[config.mk]
export PLATFORM = sky130hd
export DESIGN_NAME = mem_sequencer
export DESIGN_NICKNAME = d
export VERILOG_FILES = /design/src/rtl/mem_seq_pkg.sv /design/src/rtl/pc_reg.sv /design/src/rtl/mem_sequencer.sv
export SDC_FILE = /design/constraint.sdc
export NUM_CORES = 1
export LEC_CHECK = 0
export CELL_PAD_IN_SITES_DETAIL_PLACEMENT = 0
export CELL_PAD_IN_SITES_GLOBAL_PLACEMENT = 2
export CORE_ASPECT_RATIO = 1.25
export CORE_MARGIN = 2
export CORE_UTILIZATION = 22
export DETAILED_ROUTE_END_ITERATION = 8
export HOLD_SLACK_MARGIN = 0.1
export PLACE_DENSITY_LB_ADDON = 0.1
export SYNTH_ARGS = -nofsm -noshare
export SYNTH_HDL_FRONTEND = slang
export SYNTH_HIERARCHICAL = 1
export SYNTH_SLANG_ARGS = --single-unit
[constraint.sdc]
create_clock -name clk -period 2 [get_ports clk]
set_input_delay 0.4 -clock clk [delete_from_list [all_inputs] [get_ports clk]]
set_output_delay 0.4 -clock clk [all_outputs]
set_load 0.1 [all_outputs]
[src/rtl/mem_seq_pkg.sv]
// Shared definitions for the memory-access sequencer: MEM command codes,
// FSM state encoding and default widths.
package mem_seq_pkg;

   localparam int ADDR_W_DEF = 9;
   localparam int DATA_W_DEF = 16;

   // MNONE must be driven whenever idle: MREAD turns on MEM's output drive.
   localparam logic [1:0] MREAD  = 2'b00;
   localparam logic [1:0] MWRITE = 2'b01;
   localparam logic [1:0] MNONE  = 2'b10;

   typedef enum logic [2:0] {
      IDLE   = 3'd0,
      F_ADDR = 3'd1,
      F_CAP  = 3'd2,
      L_ADDR = 3'd3,
      L_CAP  = 3'd4,
      STORE  = 3'd5
   } state_t;

endpackage

[src/rtl/pc_reg.sv]
// Program counter: synchronous reset, parallel load and wrapping increment.
// Load wins over increment; the sequencer never asserts both together.
module pc_reg #(
   parameter int                ADDR_W   = 9,
   parameter logic [ADDR_W-1:0] RESET_PC = '0
) (
   input  logic              clk,
   input  logic              reset,
   input  logic              load,
   input  logic [ADDR_W-1:0] load_val,
   input  logic              inc,
   output logic [ADDR_W-1:0] pc
);

   always_ff @(posedge clk) begin
      if (reset) begin
         pc <= RESET_PC;
      end else if (load) begin
         pc <= load_val;
      end else if (inc) begin
         pc <= pc + ADDR_W'(1);
      end
   end

endmodule

[src/rtl/mem_sequencer.sv]
// Serialises instruction fetches, loads and stores onto the single MEM port
// and hides the one-cycle synchronous RAM read latency behind req/done.
module mem_sequencer
   import mem_seq_pkg::*;
#(
   parameter int                ADDR_W   = ADDR_W_DEF,
   parameter int                DATA_W   = DATA_W_DEF,
   parameter logic [ADDR_W-1:0] RESET_PC = '0
) (
   input  logic              clk,
   input  logic              reset,
   input  logic              fetch_req,
   input  logic              ls_req,
   input  logic              ls_write,
   input  logic [ADDR_W-1:0] ls_addr,
   input  logic [DATA_W-1:0] ls_wdata,
   input  logic              pc_load,
   input  logic [ADDR_W-1:0] pc_in,
   input  logic [DATA_W-1:0] mem_data_in,
   output logic [ADDR_W-1:0] mem_addr,
   output logic [1:0]        mem_cmd,
   output logic [DATA_W-1:0] write_data,
   output logic [ADDR_W-1:0] pc_out,
   output logic [DATA_W-1:0] ir_out,
   output logic [DATA_W-1:0] rdata_out,
   output logic              busy,
   output logic              fetch_done,
   output logic              ls_done
);

   state_t            state;
   logic [ADDR_W-1:0] addr_q;
   logic [DATA_W-1:0] wdata_q;
   logic              pc_ld;
   logic              pc_inc;

   // A branch target loaded alongside a fetch request is the address fetched.
   assign pc_ld  = (state == IDLE) && pc_load;
   assign pc_inc = (state == F_CAP);

   pc_reg #(
      .ADDR_W  (ADDR_W),
      .RESET_PC(RESET_PC)
   ) u_pc (
      .clk     (clk),
      .reset   (reset),
      .load    (pc_ld),
      .load_val(pc_in),
      .inc     (pc_inc),
      .pc      (pc_out)
   );

   always_ff @(posedge clk) begin
      if (reset) begin
         state      <= IDLE;
         ir_out     <= '0;
         rdata_out  <= '0;
         fetch_done <= 1'b0;
         ls_done    <= 1'b0;
      end else begin
         fetch_done <= 1'b0;
         ls_done    <= 1'b0;
         case (state)
            IDLE: begin
               if (ls_req) begin
                  state <= ls_write ? STORE : L_ADDR;
               end else if (fetch_req) begin
                  state <= F_ADDR;
               end
            end
            F_ADDR: state <= F_CAP;
            F_CAP: begin
               // RAM is only selected when the top address bit is clear.
               ir_out     <= pc_out[ADDR_W-1] ? '0 : mem_data_in;
               fetch_done <= 1'b1;
               state      <= IDLE;
            end
            L_ADDR: state <= L_CAP;
            L_CAP: begin
               rdata_out <= addr_q[ADDR_W-1] ? '0 : mem_data_in;
               ls_done   <= 1'b1;
               state     <= IDLE;
            end
            STORE: begin
               ls_done <= 1'b1;
               state   <= IDLE;
            end
            default: state <= IDLE;
         endcase
      end
   end

   // Operand capture needs no reset: it is only observed after a request.
   always_ff @(posedge clk) begin
      if (state == IDLE && ls_req) begin
         addr_q  <= ls_addr;
         wdata_q <= ls_wdata;
      end
   end

   assign busy = (state != IDLE);

   always_comb begin
      mem_cmd    = MNONE;
      mem_addr   = pc_out;
      write_data = '0;
      case (state)
         F_ADDR, F_CAP: mem_cmd = MREAD;
         L_ADDR, L_CAP: begin
            mem_cmd  = MREAD;
            mem_addr = addr_q;
         end
         STORE: begin
            mem_cmd    = MWRITE;
            mem_addr   = addr_q;
            write_data = wdata_q;
         end
         default: ;
      endcase
   end

endmodule

# Word level (Yosys, flattened, before mapping)

Cells that the tools add are included.

$add $sub $neg: 1
Equality and inequality tests: 6
Multiplexer cells: 13
Reductions and logical operators: 8

Operator list:

| kind                | number |
|---|---|
| $mux 16             | 3 |
| $mux 9              | 3 |
| $add 9x1->9 const B | 1 |
| $mux 3              | 3 |
| $pmux 3 s3          | 1 |
| $eq 3x2->1 const B  | 2 |
| $eq 3x3->1 const B  | 2 |
| $pmux 2 s2          | 1 |
| $reduce_or 4->1     | 1 |
| $eq 3x1->1 const B  | 1 |
| $logic_not 3->1     | 1 |
| $ne 3x3->1 const B  | 1 |
| $reduce_bool 3->1   | 1 |
| $reduce_or 3->1     | 1 |
| $logic_and 1x1->1   | 2 |
| $mux 1              | 2 |
| $reduce_bool 2->1   | 1 |
| $reduce_or 2->1     | 1 |

Flip-flop bits (word level): 71
Bits of input ports: 56
Output and inout bits: 71
Word-level logic and storage cells: 36

# Longest topological paths before layout

Depth in word-level cells: 3
Gate-level depth with buffers: 9
Mapped depth without buffers: 5

# Cells and area by module

Netlist, hierarchy kept.

By module, submodules not included:

| module        | times used | cells an instance | area each (µm²) | sequential area each (µm²) |
|---|---|---|---|---|
| mem_sequencer | 1          | 225               | 2446.1          | 1491.4 |
| pc_reg        | 1          | 61                | 508.0           | 180.2 |

# Worst setup path after synthesis

OpenSTA, ideal clock, no wires.

Path kind: register -> output
Start: register state[2]
End: output port mem_cmd[1]
Arrival: 1959 ps
Data required time: 1600 ps
Setup slack: -359 ps
Cell stages (with the launch flop): 5
Buffers on the path: 1
Path through: dfxtp_1 > buf_2 > nor3_1 > inv_1 > nand2_1

Longest elaborated chain between the ends: 3
Elaborated cells between the ends (all ways): 7
Classes of those cells: eq/ne: 5; mux: 1; reduce/logical: 1

RTL lines:

| item                               | RTL line             | RTL |
|---|---|---|
| from (decl)                        | mem_sequencer.sv:31  | `state_t state;` |
| from (signal assigned)             | mem_sequencer.sv:66  | `state <= ls_write ? STORE : L_ADDR;` |
| $eq 3x2->1 (tied with other cells) | mem_sequencer.sv:107 | `case (state)` |
| $reduce_or 4->1 (no source line)   | --                   |  |
| $pmux 2 s2 *                       | mem_sequencer.sv:107 |  |
| to (decl)                          | mem_sequencer.sv:21  | `output logic [1:0] mem_cmd,` |

Every way passes the cells marked *; elsewhere a longest branch is shown, timed or not.

# Worst setup path after layout

Start: register state[2]
End: output port mem_addr[1]

Longest elaborated chain between the ends: 3
Elaborated cells between the ends (all ways): 5
Classes of those cells: eq/ne: 3; mux: 1; reduce/logical: 1

RTL lines:

| item                                            | RTL line             | RTL |
|---|---|---|
| $eq 3x3->1 / $eq 3x2->1 (equally long branches) | mem_sequencer.sv:107 |  |
| $reduce_or 3->1 (no source line) *              | --                   |  |
| $mux 9 *                                        | mem_sequencer.sv:107 |  |
| to (decl)                                       | mem_sequencer.sv:20  | `output logic [ADDR_W-1:0] mem_addr,` |

Marked as above.

==> metrics.md <==
| Metric | Value |
|---|---|
| Vias | `2641` |
| Drt total wl | `9600 um` |
| Clock share of power | `0.330` |
| Clock Sinks | `71` |
| Total gr overflow | `0` |
| Setup crit end kind | `output port` |
| IO buf count | `126` |
| Setup slack after layout | `-0.0345 ns` |
| Critical Path Start | `state[2]` |
| Syn_area_per_cell | `10.3 um2` |
| Final min period | `2.03 ns` |
| Failing checks | `negative setup slack` |
| Clock transition at the registers of the reported paths | `0.05 ns` |
| CTS tree | `yes` |
| Clock Latency Late Sink | `0.33 ns` |
| R2R depth | `5` |
| Final Cell Area | `0.00506 mm2` |
| H-tree Lvls | `3` |
| Switching power total | `0.00156 W` |
| LEAKAGE | `1.93 nW` |
| Core area | `0.0132 mm2` |
| Reg2reg end | `u_pc/pc[6]` |
| Antenna Nets Post-Route | `0` |
| Chip Height | `134 um` |
| Layout Area Growth over Synthesis | `71.5%` |
| Antenna Cells | `0` |
| Pwr dens | `899 mW/mm2` |
| Die area | `0.0144 mm2` |
| Sequential Power Share | `0.369` |
| Critical-path top delay cell | `dfxtp_2` |
| Syn Nets | `343` |
| Clock Tree Root | `clkbuf_16` |
| Part of the power in combinational logic | `0.302` |
| Largest regs | `ir_out x16, rdata_out x16, wdata_q x16` |
| Slew Viols, Final | `0` |
| Syn Std Cell Area | `0.00295 mm2` |
| Critical path class | `reg2out` |
| Internal | `0.00299 W` |
| Fin nets | `480` |
| Worst path required time | `1.60 ns` |
| Vias/cell | `4.41` |
| Pre-Repair DR Iteration Count | `4` |
| Worst path max stage delay | `0.33 ns` |
| Global-route wire length before repair | `15000 um` |
| Largest net degree at the start of global routing | `47` |
| Top-area cell type share of the netlist area | `0.312` |
| # Max-Cap Violations | `0` |
| Max_slew headroom | `0.571` |
| Fin. Hold Viols | `0` |
| Maximum VDD drop | `0.392 mV` |
| Setup-failing EPs final | `8` |
| Slew @ Worst Pin | `0.644 ns` |
| Synthesis Warnings | `6` |
| Critical path fanouts, max | `8` |
| Critical Path, Cell by Cell | `buf_6, a21oi_4, a21oi_4, buf_12, mux2_4, buf_12` |
| Post-Synthesis Cells | `286` |
| Initial Utilization | `0.224` |
| Sequential area share after synthesis | `0.566` |
| Crit path to | `mem_addr[1]` |
| Sw frac | `0.343` |
| Pwr Total | `0.00455 W` |
| Area contributors post-synth | `dfxtp_1 (31%), edfxtp_1 (25%), nand3b_1 (8.1%)` |
| RD Place Congestion | `0.770` |
| Longest Clk Path Bufs | `2` |
| Hold path startpoint | `ir_out[12]` |
| Status | `finished with violations` |
| DRT iter0 DRCs | `60` |
| Vias in the first global route | `2720` |
| Placed cell area | `0.00468 mm2` |
| Period utilization | `1.02` |
| Clock skew | `0.00654 ns` |
| Hold WS | `0.449 ns` |
| Hold/Removal Path Class | `reg2reg` |
| Total Routing Usage GR | `0.138` |
| Leading area contributor after synthesis | `dfxtp_1` |
| Chip Width | `108 um` |
| Yosys reg bits | `71` |
| Num CTS Buffers | `9` |
| Final HPWL DP | `6460 um` |
| Rows | `47` |
| Critical Path AT | `1.63 ns` |
| Drc violations | `0` |
| Worst R2R Setup Slack | `0.01 ns` |
| DR WL/cell | `16.0 um` |
| Fmax | `0.492 GHz` |
| Reg2reg start | `state[1]` |
| Initial antenna violation count | `0` |
| Crit start category | `register` |
| Distinct cell type count of the synthesized netlist | `34` |
| # IOs | `127` |
| Share of cells above drive strength 1 | `0.332` |
| RSZ-0062 raised after global routing | `yes` |
cell families after synthesis:
logic type,after synthesis,synth area share
buffers and inverters,25,0.0415
adder cells (fa/ha/maj),1,0.00423
multiplexers,10,0.0381
XOR/XNOR,4,0.0119
flip-flops,71,0.566
AO/OA/AOI/OAI,52,0.0991
AND/OR/NAND/NOR,123,0.239
placed cells by master (no fill, tap or decap), types with 6 or more instances in the layout:
| cell type | n |
|---|---|
| dfxtp_1 | 34 |
| dfxtp_2 | 11 |
| mux2_4 | 9 |
| nor2_1 | 7 |
| nand3b_1 | 32 |
| buf_12 | 31 |
| and3_2 | 8 |
| a21oi_1 | 38 |
| clkbuf_16 | 9 |
| clkdlybuf4s50_1 | 54 |
| edfxtp_1 | 25 |
| nand2_1 | 39 |
| buf_4 | 57 |
| and3_1 | 8 |
| o211ai_1 | 6 |
what timing repair did:
item / in CTS / in global routing
resized for setup: 17 / 4
hold endpoints to repair: 0 / 0
hold buffers: 0 / 0
pin swaps: 1 / 2
setup endpoints to repair: 13 / 13
cloned: 0 / 0
buffers inserted: 3 / 1
cell usage after synthesis:
master,instances
clkbuf_1,12
nor2b_1,2
buf_4,1
a21oi_2,1
o211ai_1,6
nand4_1,4
or3b_1,3
mux2_2,10
and3_1,16
and2_1,3
a211oi_1,4
or4_1,3
nand2_1,40
dfxtp_1,46
buf_6,2
nor3b_2,1
clkinv_1,1
nand3_1,4
o21ai_0,1
or3_1,1
nand3b_1,32
buf_2,4
xor2_1,4
nor2_1,7
nor3_1,2
inv_1,3
inv_6,1
nor4_1,1
a21oi_1,39
edfxtp_1,25
a311oi_1,1
nor3b_1,4
ha_1,1
buf_1,1
worst min path at each step:
stage,depth (start not counted),to,slack [ns]
final,2,ir_out[12],0.45
after global routing,4,u_pc/pc[7],0.47
after CTS,4,u_pc/pc[8],0.44
after detailed placement,2,ir_out[11],0.44
after global placement,2,ir_out[11],0.44
after floorplan,0,addr_q[0],0.50
cell type report:
class | count | area (um2)
Clock buffer | 15 | 268
Multi-Input combinational cell | 190 | 1240
Inverter | 5 | 23.8
Timing Repair Buffer | 146 | 1630
Fill cell | 1350 | 8110
Tap cell | 171 | 214
Sequential cell | 71 | 1690
Clock inverter | 1 | 5.00
worst max-delay path: cells and delay by family, from the launching register on:
family                 cells  cell delay (ns)
buffers and inverters      3             0.45
multiplexers               1             0.33
flip-flops                 1             0.33
AO/OA/AOI/OAI              2             0.19
metrics by stage:
stage	setup slack, ns	utilization	setup TNS, ns	cells
after floorplan	-0.0934	-	-0.233	286
after global placement	-0.000704	0.355	-0.000704	579
after detailed placement	-0.0251	0.355	-0.0251	579
after CTS	-0.0570	0.382	-0.432	598
after global routing	-0.0956	0.384	-0.938	599
final	-0.0345	0.384	-0.211	599
metal layers:
layer / up-vias / wire length, um / global-route usage
met5: - / 0 / 0
met4: 0 / 177 / 0.0662
met3: 13 / 838 / 0.0533
met2: 91 / 4510 / 0.216
met1: 1235 / 4070 / 0.164
li1: 1302 / - / -
power groups by stage:
stage | Combinational [W] | Sequential [W] | Clock [W]
2_1_floorplan | 0.000538 | 0.00200 | 0
3_3_place_gp | 0.00133 | 0.00170 | 0
3_5_place_dp | 0.00134 | 0.00171 | 0
4_1_cts | 0.00138 | 0.00168 | 0.00156
5_1_grt | 0.00144 | 0.00169 | 0.00162
6_report | 0.00137 | 0.00168 | 0.00150
(Power assumes the default switching activity.)
